**config.mk**
```make
export PLATFORM = sky130hd
export DESIGN_NAME = regfile_mp
export DESIGN_NICKNAME = d
export VERILOG_FILES = /design/src/rtl/regfile_pkg.sv /design/src/rtl/regfile_clear_seq.sv /design/src/rtl/regfile_mp.sv
export SDC_FILE = /design/constraint.sdc
export NUM_CORES = 2
export LEC_CHECK = 0
export ABC_AREA = 0
export CORE_MARGIN = 8
export CORE_UTILIZATION = 45
export DETAILED_ROUTE_END_ITERATION = 7
export HOLD_SLACK_MARGIN = 0.1
export MAX_ROUTING_LAYER = met4
export SETUP_SLACK_MARGIN = 0.05
export SLEW_MARGIN = 15
export SYNTH_ARGS = -nofsm -noshare
export SYNTH_HDL_FRONTEND = slang
export SYNTH_SLANG_ARGS = --single-unit
```
**constraint.sdc**
```tcl
create_clock -name clk -period 3.4 [get_ports clk]
set_input_delay 0.68 -clock clk [delete_from_list [all_inputs] [get_ports clk]]
set_output_delay 0.68 -clock clk [all_outputs]
set_load 0.005 [all_outputs]
```
**src/rtl/regfile_pkg.sv**
```systemverilog
// regfile_pkg: shared types and defaults for the multi-port register file.
// Holds the clear-sequencer state encoding and address-width helper.
package regfile_pkg;

  localparam int REGFILE_XLEN  = 32;
  localparam int REGFILE_NREGS = 32;

  typedef enum logic {
    CLR_IDLE,
    CLR_SWEEP
  } clr_state_t;

  function automatic int addr_width(input int n);
    return (n > 1) ? $clog2(n) : 1;
  endfunction

endpackage

```
**src/rtl/regfile_clear_seq.sv**
```systemverilog
// regfile_clear_seq: walks every register index once to flush the file.
// Busy/we come straight from the state flop, so no input reaches them.
module regfile_clear_seq
  import regfile_pkg::*;
#(
  parameter int NREGS = REGFILE_NREGS,
  parameter int AW    = addr_width(NREGS)
) (
  input  logic          clk,
  input  logic          reset,
  input  logic          clr_start,
  output logic          clr_busy,
  output logic          clr_we,
  output logic [AW-1:0] clr_idx
);

  localparam logic [AW-1:0] LAST = AW'(NREGS - 1);

  clr_state_t    state, state_n;
  logic [AW-1:0] idx, idx_n;

  always_ff @(posedge clk) begin
    if (reset) begin
      state <= CLR_IDLE;
      idx   <= '0;
    end else begin
      state <= state_n;
      idx   <= idx_n;
    end
  end

  always_comb begin
    state_n = state;
    idx_n   = idx;
    unique case (state)
      CLR_IDLE: begin
        if (clr_start) begin
          state_n = CLR_SWEEP;
          idx_n   = '0;
        end
      end
      CLR_SWEEP: begin
        idx_n = idx + 1'b1;
        if (idx == LAST) begin
          state_n = CLR_IDLE;
          idx_n   = '0;
        end
      end
      default: state_n = CLR_IDLE;
    endcase
  end

  assign clr_busy = (state == CLR_SWEEP);
  assign clr_we   = clr_busy;
  assign clr_idx  = idx;

endmodule

```
**src/rtl/regfile_mp.sv**
```systemverilog
// regfile_mp: one write port, NRD registered read ports, optional zero
// register, write-to-read bypass and a sweeping clear sequencer.
module regfile_mp
  import regfile_pkg::*;
#(
  parameter int  XLEN     = REGFILE_XLEN,
  parameter int  NREGS    = REGFILE_NREGS,
  parameter int  NRD      = 2,
  parameter bit  ZERO_REG = 1'b1,
  parameter bit  BYPASS   = 1'b1,
  localparam int AW       = addr_width(NREGS)
) (
  input  logic                clk,
  input  logic                reset,
  input  logic                wr_en,
  input  logic [AW-1:0]       wr_addr,
  input  logic [XLEN-1:0]     wr_data,
  input  logic [NRD-1:0]      rd_en,
  input  logic [NRD*AW-1:0]   rd_addr,
  output logic [NRD*XLEN-1:0] rd_data,
  output logic [NRD-1:0]      rd_valid,
  input  logic                clr_start,
  output logic                clr_busy
);

  logic [XLEN-1:0] mem [NREGS];
  logic            clr_we;
  logic [AW-1:0]   clr_idx;
  logic            wr_ok;

  regfile_clear_seq #(
    .NREGS (NREGS),
    .AW    (AW)
  ) u_clr (
    .clk       (clk),
    .reset     (reset),
    .clr_start (clr_start),
    .clr_busy  (clr_busy),
    .clr_we    (clr_we),
    .clr_idx   (clr_idx)
  );

  // Writes are frozen for the whole sweep; a dropped write never bypasses.
  always_comb begin
    wr_ok = wr_en && !clr_busy && (32'(wr_addr) < NREGS);
    if (ZERO_REG && (wr_addr == '0))
      wr_ok = 1'b0;
  end

  always_ff @(posedge clk) begin
    if (reset) begin
      for (int i = 0; i < NREGS; i++)
        mem[i] <= '0;
    end else if (clr_we) begin
      mem[clr_idx] <= '0;
    end else if (wr_ok) begin
      mem[wr_addr] <= wr_data;
    end
  end

  for (genvar g = 0; g < NRD; g++) begin : g_rd
    logic [AW-1:0]   ra;
    logic [XLEN-1:0] q;
    logic [XLEN-1:0] data_q;
    logic            valid_q;
    logic            ok;

    assign ra = rd_addr[g*AW +: AW];

    always_comb begin
      ok = (32'(ra) < NREGS);
      if (ZERO_REG && (ra == '0))
        ok = 1'b0;
      q = '0;
      if (ok) begin
        if (BYPASS && wr_ok && (wr_addr == ra))
          q = wr_data;
        else
          q = mem[ra];
      end
    end

    always_ff @(posedge clk) begin
      if (reset) begin
        data_q  <= '0;
        valid_q <= 1'b0;
      end else begin
        valid_q <= rd_en[g];
        if (rd_en[g])
          data_q <= q;
      end
    end

    assign rd_data[g*XLEN +: XLEN] = data_q;
    assign rd_valid[g]             = valid_q;
  end

endmodule

```
==> run_results.csv <==
group,metric,value,unit
timing,clock_skew,0.0345,ns
worst_setup_path,reg2reg_to,"mem[24][5]",
synth,yosysTopAreaCell,"edfxtp_1",
timing,final.period_utilization,94.5,%
synth,yosysSeqAreaShare,59.7,%
worst_setup_path,critical_path.most_common_cell,"buf_4",
power,p_comb_share,11.4,%
placement,port_buffers,119,
placement,dp_hpwl,127000,um
cts,cts_buffers,118,
grt,antenna_found_initial,4,
synth,async_flop_share,0,%
drt,wirelength,190000,um
worst_setup_path,worst-path-buf-inv,4,
placement,placed_area,60600,um^2
drt,post-route-drc-count,0,
floorplanning,dieArea,131000,um^2
timing,slew_headroom,17.5,%
synth,synth-edff-count,1024,
worst_setup_path,crit_slowest_cell,"nor4_1",
worst_setup_path,end_kind,"register",
floorplanning,die_y,362,um
cts,cts_root_buf,"clkbuf_16",
power,intPower,24.1,mW
worst_setup_path,critical_path_required,4.06,ns
power,netSwitchingPower,7.77,mW
power,clock_power_share,39.7,%
worst_setup_path,crit_family,"simple AND/OR/NAND/NOR gates",
job,drv_cap,0,
worst_setup_path,cp_cell_sequence,"clkdlybuf4s50_1, buf_12, nor4_2, buf_4, buf_4, a22oi_1, nand4_1, nor4_1, a221o_1",
grt,grt_pass1_vias,37800,
drt,vias,38300,
timing,rsz0062_at_grt,"no",
synth,synth_area_leaders,"edfxtp_1, mux4_2, mux2i_1",
power,vdd_ir_drop_max,0.000430,V
timing,hold_viol,0,
grt,grt_usage,29.0,%
worst_hold_path,hp-start,"reset",
timing,drv_slew,0,
grt,grt_max_degree,70,
cts,post_cts_resize_count,0,
synth,synth_most_common_cell,"edfxtp_1",
worst_hold_path,hold_class,"in2reg",
synth,ys_types,49,
worst_hold_path,worstHoldPathCells,2,
timing,setup_violations,0,
synth,netlist_instances,4059,
drt,wl_per_cell,31.6,um
grt,overflow,0,
cts,cts_setup_buffers,0,
power,leakage,22.6,nW
cts,clock_sink_count,1096,
synth,synth_top_area_share,57.0,%
finish,layout-drive-gt1-share,20.2,%
worst_setup_path,r2r_slack,0.50,ns
worst_setup_path,cp_max_fo,13,
power,sw_frac_of_total,24.4,%
worst_setup_path,worst_setup_path_start_kind,"primary input",
finish,final_area,64300,um^2
worst_setup_path,cp.arrival,3.88,ns
cts,cts.path.max_buffers,3,
timing,period_minus_slack,3.21,ns
cts,cts_tree,"done",
synth,synth_commonest_cells,"edfxtp_1, nor2_1, mux2i_1, clkbuf_1, mux4_2",
power,p_seq_share,48.9,%
worst_setup_path,reg2reg_from,"u_clr.clr_busy",
worst_hold_path,hold_path_end,"u_clr.clr_idx[4]",
floorplanning,start_util,45.2,%
drt,drtPass1Iterations,6,
placement,gp_congestion,0.897,
synth,syn_area,53900,um^2
synth,ys_ff_latch,1096,
cts,insertion_delay,0.72,ns
finish,nNetsFinal,4342,
synth,avgSynthCellArea,13.3,um^2
power,powerDensity,495,nW/um^2
timing,tightest_slew,1.23,ns
status,status,"complete, no violations",
worst_setup_path,crit_path_max_incr_delay,1.09,ns
synth,yosys_warnings,0,
cts,path_clk_slew,0.06,ns
timing,tns,0,ns
floorplanning,fp.coreArea,119000,um^2
drt,vias_per_cell,6.38,
cts,htreeDepth,3,
synth,synth_ff_type,"edfxtp_1",
drt,drt_iter0_drc,5132,
worst_setup_path,worstSetupPathType,"in2reg",
grt,grt_pass1_wl,269000,um
floorplanning,io-pin-count,120,
cts,holdBufCountCts,0,
floorplanning,die_x,362,um
finish,syn_to_final_growth,19.3,%
drt,drt.antenna.violating_nets,0,
floorplanning,row_count,127,
timing,max_freq,0.311,GHz
worst_setup_path,ff2ff_path_depth,7,
==> registers in the layout, indices dropped and copies added (netlist names) <==
signal and cells:
u_clr.clr_busy 1, g_rd.valid_q 2, g_rd.data_q 64, u_clr.clr_idx 5, mem 1024
==> metrics by stage <==
stage          hold slack (ns)  util [%]  setup WS, ns  cells  power, mW
2_1_floorplan            0.482         -        0.0310   4090       17.6
3_3_place_gp             0.472      50.7        -0.501   5779       19.3
3_5_place_dp             0.471      50.7        -0.404   5779       19.4
4_1_cts                  0.375      53.9         0.362   6000       31.9
5_1_grt                  0.453      53.9         0.277   6001       32.6
6_report                 0.423      53.9         0.186   6001       31.8
==> cells in the final DEF, fill, tap and decap left out, drive strengths merged, types with 5 or more instances in the layout <==
master,n
edfxtp,1024
nor2,1005
mux2i,504
buf,389
mux4,260
a22oi,253
clkbuf,163
o22ai,127
clkdlybuf4s50,114
nand4,89
dfxtp,72
nor4,66
a221o,64
clkinv,40
nand2,37
nand2b,33
conb,32
nand3,12
a21oi,10
xnor2,10
bufinv,9
nor4bb,6
nor4b,6
inv,6
o21ai,6
nor2b,5
nand3b,5
==> kinds of logic after synthesis <==
| logic type | synth area share [%] |
|---|---|
| flip-flops | 59.7 |
| buffers and inverters | 3.10 |
| AND/OR/NAND/NOR | 10.1 |
| XOR/XNOR | 0.162 |
| other | 0.00696 |
| multiplexers | 20.2 |
| adder cells (fa/ha/maj) | 0.0464 |
| AO/OA/AOI/OAI | 6.62 |
==> worst max-delay path by stage <==
stage | start | slack [ns] | depth (start not counted) | endpoint
floorplan | wr_en | 0.03 | 6 | mem[14][0]
global placement | rd_addr[4] | -0.50 | 7 | g_rd[0].data_q[30]
detailed placement | rd_addr[4] | -0.40 | 7 | g_rd[0].data_q[30]
CTS | rd_addr[4] | 0.36 | 7 | g_rd[0].data_q[30]
global route | rd_addr[4] | 0.28 | 9 | g_rd[0].data_q[17]
finish | rd_addr[4] | 0.19 | 9 | g_rd[0].data_q[17]
==> power by group through the flow <==
stage / combinational (mW) / clock (mW) / sequential (mW)
3_5_place_dp: 3.56 / 0 / 15.8
4_1_cts: 3.57 / 12.8 / 15.6
3_3_place_gp: 3.55 / 0 / 15.8
5_1_grt: 3.75 / 13.3 / 15.6
2_1_floorplan: 1.83 / 0 / 15.7
6_report: 3.63 / 12.7 / 15.6
==> final cells by class <==
class / count / area, um^2
Clock buffer: 163 / 3220
Antenna cell: 1 / 2.50
Timing Repair Buffer: 503 / 5870
Multi-Input combinational cell: 2567 / 20500
Clock inverter: 58 / 533
Inverter: 1 / 3.75
Fill cell: 9906 / 55000
Tap cell: 1612 / 2020
Sequential cell: 1096 / 32200
==> metal layers <==
metal | vias up | routed length, um | part of all wire (%) | track usage, %
li1 | 16100 | - | - | -
met1 | 19500 | 72800 | 38 | 38.1
met2 | 2296 | 86700 | 46 | 44.1
met3 | 395 | 23000 | 12 | 7.11
met4 | 0 | 7160 | 3.8 | 10.3
met5 | - | 0 | 0 | -
No activity file was read; power rests on OpenSTA's default activity.
